<file path="src/rtl/accum_frame_pkg.sv">
// Shared definitions for the frame accumulator: FSM state encoding and the
// beat-count width/saturation constant. Operand width (M) and the carry-select
// block width (N) stay as module parameters.
package accum_frame_pkg;

   // Beat-count width and its saturation value.
   localparam int unsigned CntW = 8;
   localparam logic [CntW-1:0] CntMax = {CntW{1'b1}};

   // ACCUM: accepting operand beats. HOLD: presenting a frame result.
   typedef enum logic [0:0] {
      StAccum = 1'b0,
      StHold  = 1'b1
   } state_e;

endpackage

</file>
<file path="src/rtl/CSelectA_M_N.sv">
// Unsigned carry-select adder.
// Ports:
//   a, b  [M-1:0]  operands
//   cin            carry into the least significant block
//   sum   [M-1:0]  a + b + cin modulo 2^M
//   cout           carry out of the most significant block
// M must be a multiple of N. Each N-bit block precomputes its sum for both
// possible carry-ins; the incoming block carry only drives the selection muxes.
module CSelectA_M_N #(
   parameter int unsigned M = 16,
   parameter int unsigned N = 4
) (
   input  logic [M-1:0] a,
   input  logic [M-1:0] b,
   input  logic         cin,
   output logic [M-1:0] sum,
   output logic         cout
);

   localparam int unsigned NB = M / N;

   // c[k] is the carry into block k.
   logic [NB:0] c;

   assign c[0] = cin;

   for (genvar g = 0; g < NB; g++) begin : g_blk
      logic [N:0] s0;
      logic [N:0] s1;

      assign s0 = {1'b0, a[g*N +: N]} + {1'b0, b[g*N +: N]};
      assign s1 = {1'b0, a[g*N +: N]} + {1'b0, b[g*N +: N]} + {{N{1'b0}}, 1'b1};

      assign sum[g*N +: N] = c[g] ? s1[N-1:0] : s0[N-1:0];
      assign c[g+1]        = c[g] ? s1[N]     : s0[N];
   end

   assign cout = c[NB];

endmodule

</file>
<file path="src/rtl/accum_frame.sv">
// Frame accumulator: sums unsigned operand beats until a beat marked in_last,
// then presents the frame sum, a sticky carry-out flag and a saturating beat
// count on a valid/ready output until the consumer takes it.
// Ports:
//   clk, rst_n           clock, asynchronous active-low reset
//   clear                synchronous frame abort (drops partial and pending results)
//   in_valid/in_ready    operand handshake; in_data [M-1:0], in_last
//   out_valid/out_ready  result handshake
//   out_sum [M-1:0]      frame sum modulo 2^M
//   out_ovf              any adder carry-out during the frame
//   out_count [7:0]      beats in the frame, saturating at 255
// Result fields keep their last loaded value while out_valid is low.
module accum_frame
   import accum_frame_pkg::*;
#(
   parameter int unsigned M = 16,
   parameter int unsigned N = 4
) (
   input  logic            clk,
   input  logic            rst_n,
   input  logic            clear,
   input  logic            in_valid,
   output logic            in_ready,
   input  logic [M-1:0]    in_data,
   input  logic            in_last,
   output logic            out_valid,
   input  logic            out_ready,
   output logic [M-1:0]    out_sum,
   output logic            out_ovf,
   output logic [CntW-1:0] out_count
);

   state_e          state_q, state_d;
   logic [M-1:0]    acc_q, acc_d;
   logic            ovf_q, ovf_d;
   logic [CntW-1:0] cnt_q, cnt_d;
   logic [M-1:0]    res_sum_q, res_sum_d;
   logic            res_ovf_q, res_ovf_d;
   logic [CntW-1:0] res_cnt_q, res_cnt_d;

   logic            accept;
   logic [M-1:0]    add_sum;
   logic            add_cout;
   logic [CntW-1:0] cnt_inc;

   CSelectA_M_N #(
      .M (M),
      .N (N)
   ) u_add (
      .a    (acc_q),
      .b    (in_data),
      .cin  (1'b0),
      .sum  (add_sum),
      .cout (add_cout)
   );

   // Handshake outputs depend on state only.
   assign in_ready  = (state_q == StAccum);
   assign out_valid = (state_q == StHold);
   assign accept    = in_valid & in_ready;

   assign cnt_inc = (cnt_q == CntMax) ? CntMax : cnt_q + {{(CntW-1){1'b0}}, 1'b1};

   assign out_sum   = res_sum_q;
   assign out_ovf   = res_ovf_q;
   assign out_count = res_cnt_q;

   always_comb begin
      state_d   = state_q;
      acc_d     = acc_q;
      ovf_d     = ovf_q;
      cnt_d     = cnt_q;
      res_sum_d = res_sum_q;
      res_ovf_d = res_ovf_q;
      res_cnt_d = res_cnt_q;

      if (clear) begin
         // Abort wins over both handshakes; result registers are left as-is and
         // are simply no longer qualified by out_valid.
         state_d = StAccum;
         acc_d   = '0;
         ovf_d   = 1'b0;
         cnt_d   = '0;
      end else begin
         case (state_q)
            StAccum: begin
               if (accept) begin
                  acc_d = add_sum;
                  ovf_d = ovf_q | add_cout;
                  cnt_d = cnt_inc;
                  if (in_last) begin
                     res_sum_d = add_sum;
                     res_ovf_d = ovf_q | add_cout;
                     res_cnt_d = cnt_inc;
                     state_d   = StHold;
                  end
               end
            end
            StHold: begin
               if (out_ready) begin
                  state_d = StAccum;
                  acc_d   = '0;
                  ovf_d   = 1'b0;
                  cnt_d   = '0;
               end
            end
            default: begin
               state_d = StAccum;
            end
         endcase
      end
   end

   always_ff @(posedge clk or negedge rst_n) begin
      if (!rst_n) begin
         state_q   <= StAccum;
         acc_q     <= '0;
         ovf_q     <= 1'b0;
         cnt_q     <= '0;
         res_sum_q <= '0;
         res_ovf_q <= 1'b0;
         res_cnt_q <= '0;
      end else begin
         state_q   <= state_d;
         acc_q     <= acc_d;
         ovf_q     <= ovf_d;
         cnt_q     <= cnt_d;
         res_sum_q <= res_sum_d;
         res_ovf_q <= res_ovf_d;
         res_cnt_q <= res_cnt_d;
      end
   end

endmodule

</file>
<file path="config.mk">
export PLATFORM = sky130hd
export DESIGN_NAME = accum_frame
export DESIGN_NICKNAME = d
export VERILOG_FILES = /design/src/rtl/accum_frame_pkg.sv /design/src/rtl/CSelectA_M_N.sv /design/src/rtl/accum_frame.sv
export SDC_FILE = /design/constraint.sdc
export NUM_CORES = 1
export LEC_CHECK = 0
export ABC_CLOCK_PERIOD_IN_PS = 3700
export BUFFER_PORTS_ARGS = -buffer_cell sky130_fd_sc_hd__buf_2
export CAP_MARGIN = 20
export CORE_MARGIN = 5
export CORE_UTILIZATION = 42
export DETAILED_ROUTE_END_ITERATION = 16
export SYNTH_ARGS = -nofsm -noshare
export SYNTH_HDL_FRONTEND = slang
export SYNTH_SLANG_ARGS = --single-unit
</file>
<file path="constraint.sdc">
create_clock -name clk -period 3.7 [get_ports clk]
set_clock_uncertainty 0.2 [all_clocks]
set_input_delay 0.37 -clock clk [delete_from_list [all_inputs] [get_ports clk]]
set_output_delay 0.37 -clock clk [all_outputs]
set_load 0.02 [all_outputs]
</file>
* Word-level counts from Yosys, hierarchy flattened
Cells that the tools add are included.
** Operators by class
- Add/subtract/negate cells :: 8
- Eq/ne operators :: 3
- Multiplexer cells :: 24
- Bitwise gates (word level) :: 4
- Reductions and logical operators :: 2
** Operator list (number)
- $mux 16 :: 3
- $mux 8 :: 4
- $pmux 16 s2 :: 1
- $add 4x4->5 :: 4
- $pmux 8 s2 :: 1
- $add 5x1->5 const B :: 3
- $mux 4 :: 3
- $mux 1 :: 10
- $add 8x1->8 const B :: 1
- $eq 8x8->1 const B :: 1
- $pmux 1 s2 :: 2
- $reduce_and 4->1 :: 1
- $ne 3x2->1 const B :: 1
- $ne 3x3->1 const B :: 1
- $not 1->1 :: 2
- $reduce_and 2->1 :: 1
- $and 1x1->1 :: 1
- $or 1x1->1 :: 1
** Word-level totals
- Flip-flop bits (word level) :: 51
- Word-level logic and storage cells :: 48

* Logic depth before layout (Yosys ltp)
Gate-level depths: netlist of the first run.
- Depth in word-level cells :: 9
- Mapped depth :: 12

* Modules after synthesis
Synthesis of the first run repeated with hierarchy kept, for this count alone.
** Second synthesis, totals
- Cells, all modules :: 301
- Area, all modules :: 3042.9 um2
** By module, submodules not included
- accum_frame :: instances 1, cells an instance 199, area an instance 2112.0 um2, seq. area each 1276.2 um2
- CSelectA_M_N :: instances 1, cells an instance 102, area an instance 930.9 um2, seq. area each 0.0 um2

* Worst setup path before layout of the first run
Ideal clock, no wire load.
- Path type :: input to register
- From :: in in_data[4]
- To :: reg res_ovf_q (netlist: out_ovf)
- Arrival :: 2.794 ns
- Data required time :: 3.374 ns
- Setup slack :: 0.580 ns
- Cell stages on the path :: 12
- Path through :: ha_1 -> inv_1 -> fa_1 -> inv_1 -> ha_1 -> nand2_1 -> nor4b_2 -> xnor2_1 -> a21oi_2 -> or4b_4 -> xnor2_2 -> a21oi_1
** Between the ends
- Word-level cells in the longest chain between the ends :: 6
** Ends and longest elaborated chain
- start, declared :: RTL line accum_frame.sv:24 : input logic [M-1:0] in_data,
- $add 4x4->5 * :: RTL line CSelectA_M_N.sv:31, CSelectA_M_N.sv:32
- $add 5x1->5 :: RTL line CSelectA_M_N.sv:32 : assign s1 = {1'b0, a[g*N +: N]} + {1'b0, b[g*N +: N]} + {{N{1'b0}}, 1'b1};
- $mux 1 * (3 in series) :: RTL line CSelectA_M_N.sv:35 : assign c[g+1] = c[g] ? s1[N] : s0[N];
- $or 1x1->1 * :: RTL line accum_frame.sv:93 : res_ovf_d = ovf_q | add_cout;
- end signal, assigned :: RTL line accum_frame.sv:129 : res_ovf_q <= res_ovf_d;
- end, declared :: RTL line accum_frame.sv:38 : logic res_ovf_q, res_ovf_d;
Every way passes the cells marked *; elsewhere a longest branch is shown, timed or not.
A chain may end at the register's enable or synchronous reset.

* Final worst setup path of the first run
- From :: reg acc_q[4]
- To :: reg ovf_q
** Between the ends
- Word-level cells in the longest chain between the ends :: 9
** Ends and longest elaborated chain
- start, declared :: RTL line accum_frame.sv:34 : logic [M-1:0] acc_q, acc_d;
- start signal, assigned :: RTL line accum_frame.sv:117 : acc_q <= '0;
- start signal, assigned :: RTL line accum_frame.sv:125 : acc_q <= acc_d;
- $add 4x4->5 * :: RTL line CSelectA_M_N.sv:31, CSelectA_M_N.sv:32
- $add 5x1->5 :: RTL line CSelectA_M_N.sv:32
- $mux 1 * (3 in series) :: RTL line CSelectA_M_N.sv:35
- $or 1x1->1 * :: RTL line accum_frame.sv:89 : ovf_d = ovf_q | add_cout;
- $mux 1 * :: RTL line accum_frame.sv:87 : if (accept) begin
- $pmux 1 s2 * :: RTL line accum_frame.sv:85 : case (state_q)
- $mux 1 * :: RTL line accum_frame.sv:77 : if (clear) begin
- end signal, assigned :: RTL line accum_frame.sv:126 : ovf_q <= ovf_d;
- end, declared :: RTL line accum_frame.sv:35 : logic ovf_q, ovf_d;
Every way passes the cells marked *; elsewhere a longest branch is shown, timed or not. The select of a mux whose other input is x is not followed.

==> results of run 1 <==
[flip-flops by register name, summed over array words and instances (netlist names)]
signal,flops
acc_q,16
cnt_q,8
out_count,8
out_ovf,1
out_sum,16
out_valid,1
ovf_q,1
[area by class of cell]
class                   instances  area (sq um)  share of cell area [%]
multi-input cells             205          1450                    44.1
clock buffers                   5          68.8                    2.09
clock inverters                 3          46.3                    1.41
well taps                      77          96.3                    2.93
inverters                      17          63.8                    1.94
flip-flops and latches         51          1280                    38.8
repair buffers                 54           288                    8.74
[logic make-up (layout without fill, tap and decap cells)]
group | count (synthesis) | in the layout | synth area share, %
buffers and inverters | 26 | 79 | 3.46
xor gates and xnor gates | 19 | 19 | 6.42
adders and majority gates | 24 | 24 | 11.7
DFF | 51 | 51 | 45.2
muxes | 11 | 11 | 4.34
AOI/OAI and AO/OA | 71 | 71 | 14.9
and+or+nand+nor | 80 | 80 | 14.0
[cell usage in the layout, fill, tap and decap left out, types with 7 or more instances in the layout]
cell,synthesis,final
buf_2,0,48
xor2_1,7,7
o21ai_0,30,30
a22o_1,10,10
nor2_1,16,16
a21oi_1,17,16
ha_1,20,20
xnor2_1,10,10
inv_1,17,17
mux2_2,10,10
nand2_1,34,34
dfrtp_1,51,51
nand3_1,7,7
[cells in the mapped netlist (all sizes together)]
cell type	n
nor3b	1
o31ai	1
ha	20
fa	4
nor2	16
a21oi	19
mux2	10
a22o	10
mux2i	1
nand2b	3
nor4b	2
o21ai	34
nand4	2
o21ba	1
nor3	2
inv	17
nand3	7
a31oi	1
xnor2	12
and3	5
xor2	7
or4b	1
nand2	34
and2	3
a21o	5
clkbuf	9
nor2b	2
dfrtp	51
or2	2
[worst max-delay path by stage]
stage,startpoint,endpoint
2_1_floorplan,in_data[4],out_ovf
3_3_place_gp,in_data[4],ovf_q
3_5_place_dp,in_data[4],ovf_q
4_1_cts,acc_q[4],ovf_q
5_1_grt,acc_q[4],ovf_q
6_report,acc_q[4],ovf_q
[metrics by stage]
stage	std cells	hold WS [ps]	power, mW	setup slack [ps]
finish	412	86.5	1.70	361
global route	412	96.1	1.82	195
CTS	412	77.0	1.72	369
detailed placement	403	254	1.31	304
global placement	403	246	1.30	343
floorplan	282	-126	1.12	580
[layer usage]
metal / vias up / wire length (um)
met2: 49 / 2550
met4: 0 / 83
met3: 10 / 245
met5: - / 0
met1: 989 / 2960
li1: 1077 / -
[power groups by stage]
stage	clock, mW	combinational, mW	sequential (mW)
6_report	0.402	0.576	0.718
5_1_grt	0.436	0.644	0.735
4_1_cts	0.416	0.584	0.720
3_5_place_dp	0	0.579	0.730
3_3_place_gp	0	0.573	0.726
2_1_floorplan	0	0.299	0.826
==> impl_metrics.csv, run 1 <==
group,metric,value,unit
outcome,status,"completed",
setup_path,start_kind,"flop",
power_and_ir_drop,p_clk_share,23.7,%
die,initial_core_util,43.7,%
power_and_ir_drop,intPower,1.10,mW
final_layout,fill_cells,628,
global_route,globalRouteMet2Util,22.5,%
detailed_routing,vias_per_cell,5.16,
cts,clk_pin_slew,100,ps
global_route,grt_pass1_vias,2133,
setup_path,path_cells,"ha_1 -> inv_1 -> fa_1 -> inv_1 -> ha_1 -> nand2_1 -> nor4b_2 -> xnor2_1 -> a21oi_2 -> or4b_4 -> xnor2_2 -> o21ai_1",
die,coreArea,6460,sq um
cts,cts_setup_buffers,0,
final_layout,fin_area,3290,sq um
timing,hold_viol,0,
worst_hold_path,hp-start,"clear",
power_and_ir_drop,combPwrFrac,33.9,%
setup_path,arrival,3330,ps
setup_path,crit_type,"reg2reg",
global_route,grt_max_degree,32,
power_and_ir_drop,netSwitchingPower,0.593,mW
cts,clock_sinks,51,
power_and_ir_drop,power_switching_share,35.0,%
cts,cts_inserted_buffers,5,
detailed_routing,drt_first_pass_iters,4,
cts,htreeDepth,2,
die,io-pin-count,49,
global_route,grt_busiest_layer,"met2",
timing,slew_violations,0,
setup_path,regToRegEndpoint,"ovf_q",
logic_synthesis,ys_warn_count,0,
placed_design,gp_congestion,0.777,
final_layout,layout-area-overhead-vs-synth,16.6,%
final_layout,diodes,0,
worst_hold_path,hold_path_class,"in2reg",
logic_synthesis,ys_ff_latch,51,
setup_path,r2r-start,"acc_q[4]",
worst_hold_path,hold_end,"out_valid",
power_and_ir_drop,p_leak,1.63,nW
cts,clock_path_buffers,2,
setup_path,worstPathRequired,3690,ps
final_layout,fin_util,51.0,%
timing,rsz0062_at_grt,"false",
setup_path,cp_max_fo,6,
logic_synthesis,synth_area_leader_cell,"dfrtp_1",
logic_synthesis,synth_cell_types,35,
setup_path,cp.depth,12,
setup_path,max_stage_delay,580,ps
cts,clock_latency,310,ps
setup_path,worst_path_max_delay_cell,"or4b_4",
detailed_routing,num_vias,2125,
global_route,grtUsageMet1,21.7,%
cts,root_buffer,"clkbuf_8",
power_and_ir_drop,sequentialPowerShare,42.3,%
logic_synthesis,syn_nets,328,
setup_path,endpoint_kind,"flop",
global_route,overflow,0,
placed_design,port_buffers,48,
setup_path,ff2ff_path_depth,12,
power_and_ir_drop,cellPowerDensity,515,nW/um^2
logic_synthesis,syn-cell-area,2820,sq um
setup_path,critical-path-top-delay-family,"simple AND/OR/NAND/NOR gates",
detailed_routing,drc,0,
detailed_routing,ant_nets,0,
cts,ctsHoldBuffers,1,
logic_synthesis,synthTopCellsByArea,"dfrtp_1 (45%), ha_1 (8.9%), o21ai_0 (5.3%)",
cts,cts_tree,"built",
logic_synthesis,synth_top_area_share,45.2,%
timing,timing.final.crit_share,90.2,%
logic_synthesis,syn_inst,282,
timing,max_slew_margin,52.8,%
global_route,antenna_found_initial,0,
timing,period_minus_slack,3340,ps
worst_hold_path,hold-path-cell-count,2,
power_and_ir_drop,vdd_drop_max,0.301,mV
timing,fmax,0.299,GHz
detailed_routing,drtIter0Drc,58,
setup_path,crit_buf_inv,2,
cts,cts_resized,0,
timing,setup_viol,0,
placed_design,dpl.hpwl,4330,um
die,placementRows,29,
run,cap_violations,0,
timing,tns,0,ps
logic_synthesis,syn_area_per_cell,10.0,sq um
die,die_area,8460,sq um
placed_design,place_area,3170,sq um
die,die_w,92,um
global_route,grt_use_total,14.9,%
timing,tightest_slew,708,ps
die,die_h,92,um
detailed_routing,post_drt_wl_per_cell,14.2,um
detailed_routing,totalWireLength,5830,um
logic_synthesis,ys_seq_area_share,45.2,%
final_layout,drive_gt1_share,24.5,%
global_route,grt_pass1_wl,10200,um
final_layout,fin_nets,380,
global_route,grtUsageMet3,3.19,%
setup_path,r2r_slack,360,ps
Note: power is estimated with default switching activity, not from simulation.
==> run 2: changes to the inputs <==
--- a/config.mk
+++ b/config.mk
@@ -8,9 +8,11 @@
 export ABC_CLOCK_PERIOD_IN_PS = 3700
 export BUFFER_PORTS_ARGS = -buffer_cell sky130_fd_sc_hd__buf_2
 export CAP_MARGIN = 20
+export CORE_ASPECT_RATIO = 0.5
 export CORE_MARGIN = 5
 export CORE_UTILIZATION = 42
 export DETAILED_ROUTE_END_ITERATION = 16
+export PLACE_DENSITY = 0.65
 export SYNTH_ARGS = -nofsm -noshare
 export SYNTH_HDL_FRONTEND = slang
 export SYNTH_SLANG_ARGS = --single-unit
==> run 2 against run 1 <==
The run now ends with negative hold slack left. First-iteration DRC count up 17%. Register-to-register slack worse by 30 ps. Count of clock-buffer cells in the layout increased by 1. Total power is 3.1% higher. Sequential share of layout area is 0.35 points lower. Worst setup slack got worse by 27 ps. Via count grew 0.33%. Non-clock buffer count shrank 2. Combinational power hardly changed. Wire length down 0.10%. Critical path type unchanged. Critical endpoint unchanged. Largest power group unchanged.
==> impl_metrics.csv, run 2 (synthesis results as in run 1) <==
group,metric,value,unit
outcome,status,"finished, violations left",
outcome,violations,"negative hold slack",
setup_path,critPathMostFrequentCell,"a21oi_2",
cts,cts_setup_buffers,0,
die,placementRows,21,
final_layout,fin_area,3320,sq um
die,initial_core_util,42.8,%
setup_path,cp_max_fo,6,
timing,hold_viol,30,
die,die_w,126,um
detailed_routing,drc,0,
setup_path,crit_buf_inv,1,
placed_design,dpl_worst_slack,230,ps
cts,cts_tree,"built",
run,cap_violations,0,
cts,clock_sinks,51,
detailed_routing,ant_nets,0,
final_layout,layout-area-overhead-vs-synth,17.7,%
final_layout,final_cell_mix,"dfrtp_1 (51), buf_2 (48), nand2_1 (34)",
placed_design,place_area,3180,sq um
setup_path,worst_path_max_delay_cell,"or4b_4",
setup_path,arrival,3310,ps
global_route,grt_pass1_vias,2195,
cts,cts_resized,0,
detailed_routing,vias_per_cell,5.03,
power_and_ir_drop,vdd_drop_max,0.223,mV
final_layout,drive_gt1_share,24.1,%
die,coreArea,6600,sq um
global_route,grt_max_degree,39,
timing,setup_viol,0,
final_layout,diodes,0,
final_layout,multi_input_area,1450,sq um
detailed_routing,drt_first_pass_iters,4,
detailed_routing,num_vias,2132,
cts,ctsHoldBuffers,0,
final_layout,final-seq-area,1280,sq um
detailed_routing,totalWireLength,5830,um
setup_path,path_cells,"ha_1 -> inv_1 -> fa_1 -> nand2b_1 -> a21oi_2 -> nor4b_2 -> xnor2_1 -> a21oi_2 -> or4b_4 -> xnor2_2 -> o21ai_1",
timing,tns,0,ps
final_layout,final_common_cell,"dfrtp_1",
power_and_ir_drop,p_leak,1.64,nW
cts,root_buffer,"clkbuf_16",
cts,cts_inserted_buffers,5,
final_layout,fill_cells,617,
cts,clock_latency,290,ps
placed_design,gp_congestion,0.892,
global_route,overflow,0,
setup_path,max_stage_delay,580,ps
die,io-pin-count,49,
die,die_h,68.0,um
global_route,grt_pass1_wl,10400,um
timing,fmax,0.297,GHz
global_route,grt_use_total,15.0,%
timing,max_slew_margin,44.1,%
setup_path,endpoint_kind,"flop",
placed_design,dpl.hpwl,4400,um
placed_design,port_buffers,48,
cts,clock_path_buffers,2,
worst_hold_path,hold_path_class,"in2async",
setup_path,critical-path-top-delay-family,"simple AND/OR/NAND/NOR gates",
die,die_area,8560,sq um
cts,htreeDepth,2,
timing,worst_slack,334,ps
global_route,antenna_found_initial,0,
detailed_routing,drtIter0Drc,68,
final_layout,instances_no_fill,424,
placed_design,placedCellCount,417,
setup_path,worstPathRequired,3650,ps
timing,fin_hold_ws,-13.3,ps
timing,timing.final.crit_share,91.0,%
timing,period_minus_slack,3370,ps
timing,tightest_slew,838,ps
detailed_routing,post_drt_wl_per_cell,13.7,um
setup_path,crit_type,"reg2reg",
timing,rsz0062_at_grt,"false",
power_and_ir_drop,cellPowerDensity,526,nW/um^2
final_layout,fin_nets,378,
setup_path,start_kind,"flop",
timing,slew_violations,0,
cts,clk_pin_slew,60,ps
## run 2: final cells by class
class / instances / area share, %
Clock buffer: 6 / 4.18
Tap cell: 92 / 3.46
Clock inverter: 1 / 0.151
Timing Repair Buffer: 52 / 8.13
Inverter: 17 / 1.92
Sequential cell: 51 / 38.4
Multi-Input combinational cell: 205 / 43.7
## run 2: report_power, final
group / internal [mW] / switching [mW] / leakage, nW
Sequential: 0.663 / 0.0548 / 0.664
Clock: 0.264 / 0.190 / 0.0727
Combinational: 0.236 / 0.340 / 0.906
## run 2: worst paths after layout
kind	from	to	slack, ps	cells past startpoint
min in group clk	clear	out_valid	120	2
worst max register to register	acc_q[0]	ovf_q	330	11
worst min register to register	out_count[7]	out_count[7]	270	2
worst min-delay path	rst_n	out_sum[3]	-10	1
max in group asynchronous	rst_n	out_sum[6]	2590	2
worst max-delay path	acc_q[0]	ovf_q	330	11
## run 2: through the flow
stage	utilization [%]	hold slack (ps)	total power, mW
2_1_floorplan	-	-126	1.12
3_3_place_gp	48.2	259	1.30
3_5_place_dp	48.2	262	1.31
4_1_cts	50.4	17.7	1.78
5_1_grt	50.4	55.3	1.87
6_report	50.4	-13.3	1.75
## run 2: layer usage
layer,vias to the layer above,global-route usage [%],part of all wire [%]
li1,1069,-,-
met1,1022,19.1,48
met2,34,25.7,46
met3,7,4.29,5.0
met4,0,3.88,1.0
met5,-,0,0
==> run 3: changes to the inputs <==
--- a/config.mk
+++ b/config.mk
@@ -12,7 +12,9 @@
 export CORE_MARGIN = 5
 export CORE_UTILIZATION = 42
 export DETAILED_ROUTE_END_ITERATION = 16
+export GPL_TIMING_DRIVEN = 0
 export PLACE_DENSITY = 0.65
+export RECOVER_POWER = 50
 export SYNTH_ARGS = -nofsm -noshare
 export SYNTH_HDL_FRONTEND = slang
 export SYNTH_SLANG_ARGS = --single-unit
==> run 3 against run 2 <==
The run ends with max-capacitance violations, max-slew violations left. Worst setup slack got worse by 76 ps. Via count is 2.4% higher. Sequential power grew 0.6%. Die area unchanged. Cell count grew 1.9%. Sequential cell count did not move. Sequential share of layout area is essentially flat. Final area about the same. Non-clock buffer count grew 7. Critical path type unchanged. Critical endpoint unchanged.
==> impl_metrics.csv, run 3 (synthesis results as in run 1) <==
group,metric,value,unit
final_layout,final_cell_mix,"dfrtp_1 (51), nand2_1 (34), buf_2 (34)",
setup_path,endpoint_kind,"flop",
detailed_routing,drt_first_pass_iters,4,
detailed_routing,totalWireLength,6010,um
global_route,grt_use_total,15.1,%
setup_path,max_stage_delay,630,ps
detailed_routing,post_drt_wl_per_cell,13.9,um
final_layout,fin_nets,385,
cts,clock_latency,280,ps
timing,timing.final.crit_share,93.0,%
die,initial_core_util,42.8,%
power_and_ir_drop,vdd_drop_max,0.183,mV
die,die_w,126,um
cts,cts_inserted_buffers,5,
die,coreArea,6600,sq um
detailed_routing,drtIter0Drc,125,
global_route,overflow,0,
detailed_routing,top_layer_used,"met4",
timing,slew_violations,40,
detailed_routing,vias_per_cell,5.05,
timing,tightest_slew,1740,ps
setup_path,crit_type,"reg2reg",
power_and_ir_drop,p_leak,1.60,nW
run,cap_violations,1,
timing,tns,0,ps
detailed_routing,wl_met1,2830,um
power_and_ir_drop,cellPowerDensity,519,nW/um^2
die,die_h,68.0,um
final_layout,fin_area,3320,sq um
timing,setup_viol,0,
placed_design,dpl_worst_slack,169,ps
cts,clock_sinks,51,
cts,cts_resized,0,
placed_design,placedCellCount,423,
cts,root_buffer,"clkbuf_16",
cts,clock_path_buffers,2,
placed_design,gp_congestion,0.827,
final_layout,final_common_cell,"dfrtp_1",
timing,rsz0062_at_grt,"false",
timing,fmax,0.291,GHz
setup_path,arrival,3400,ps
cts,clk_pin_slew,60,ps
final_layout,layout-area-overhead-vs-synth,17.6,%
detailed_routing,route.met3.wl,324,um
global_route,grt_pass1_wl,10500,um
global_route,antenna_found_initial,0,
detailed_routing,drc,0,
power_and_ir_drop,power,1.72,mW
global_route,grt_pass1_vias,2205,
setup_path,cp_max_fo,6,
final_layout,instances_no_fill,432,
final_layout,fin_util,50.4,%
setup_path,worstPathRequired,3660,ps
timing,fin_hold_ws,111,ps
detailed_routing,num_vias,2183,
cts,cts_tree,"built",
setup_path,path_cells,"ha_1 -> inv_1 -> fa_1 -> inv_1 -> ha_1 -> nand2_1 -> nor4b_2 -> xnor2_1 -> a21oi_2 -> or4b_4 -> xnor2_2 -> o21ai_1",
die,io-pin-count,49,
outcome,status,"finished, violations left",
global_route,grt_max_degree,40,
timing,period_minus_slack,3440,ps
placed_design,place_area,3200,sq um
placed_design,dpl.hpwl,4600,um
detailed_routing,dr_wl_met2,2800,um
timing,hold_viol,0,
placed_design,port_buffers,48,
die,die_area,8560,sq um
timing,max_slew_margin,-16.0,%
outcome,violations,"max-capacitance violations, max-slew violations",
setup_path,worst_path_max_delay_cell,"xnor2_1",
final_layout,diodes,0,
timing,worst_slack,258,ps
cts,htreeDepth,2,
setup_path,start_kind,"flop",
cts,cts_setup_buffers,0,
die,placementRows,21,
detailed_routing,ant_nets,0,
final_layout,drive_gt1_share,17.6,%
worst_hold_path,hold_path_class,"in2reg",
-- run 3: cell types whose count changed in the layout (fill, tap and decap cells not counted) --
cell	previous run	this run
a21oi_2	3	2
dlymetal6s4s_1	0	1
clkbuf_8	1	0
buf_4	4	0
dlygate4sd3_1	0	1
buf_2	48	34
a21oi_1	16	17
clkbuf_1	0	25
-- run 3: repair_timing --
action,CTS,global route
hold endpoints to repair,12,0
hold buffers,1,0
setup endpoints to repair,0,0
-- run 3: power by group --
part           total (mW)  leakage (nW)  switching (mW)  internal [mW]
combinational       0.567         0.866           0.340          0.226
sequential          0.722         0.664          0.0587          0.664
clock               0.435        0.0679           0.185          0.250
-- run 3: worst paths after layout --
path                                    from           end  slack [ps]  cells after the start
worst min-delay path                   clear     out_valid         110                      2
worst max-delay path                acc_q[4]         ovf_q         260                     12
min in group asynchronous              rst_n    out_sum[3]         430                      2
worst min register to register  out_count[4]  out_count[4]         280                      2
worst max register to register      acc_q[4]         ovf_q         260                     12
max in group asynchronous              rst_n  out_count[6]         690                      3
-- run 3: area by class of cell --
type	instances	area, sq um
fill	609	3270
clock inverter	1	5.00
sequential	51	1280
clock buffer	7	133
timing repair buffer	50	245
inverter	17	63.8
tap	92	115
multi-input combinational	205	1450
buffer	9	33.8
-- run 3: per-layer routing --
| layer | vias up | GRT usage (%) |
|---|---|---|
| met3 | 5 | 2.96 |
| met4 | 0 | 3.61 |
| li1 | 1092 | - |
| met5 | - | 0 |
| met2 | 44 | 26.6 |
| met1 | 1042 | 19.6 |
-- run 3: worst max-delay path, delay by kind of cell, from the launching register on --
family	cells	cell delay, ps
fa+ha+maj	3	870
xor+xnor	2	810
simple gates	3	710
flops	1	360
compound gates	2	230
buf+inv	2	120
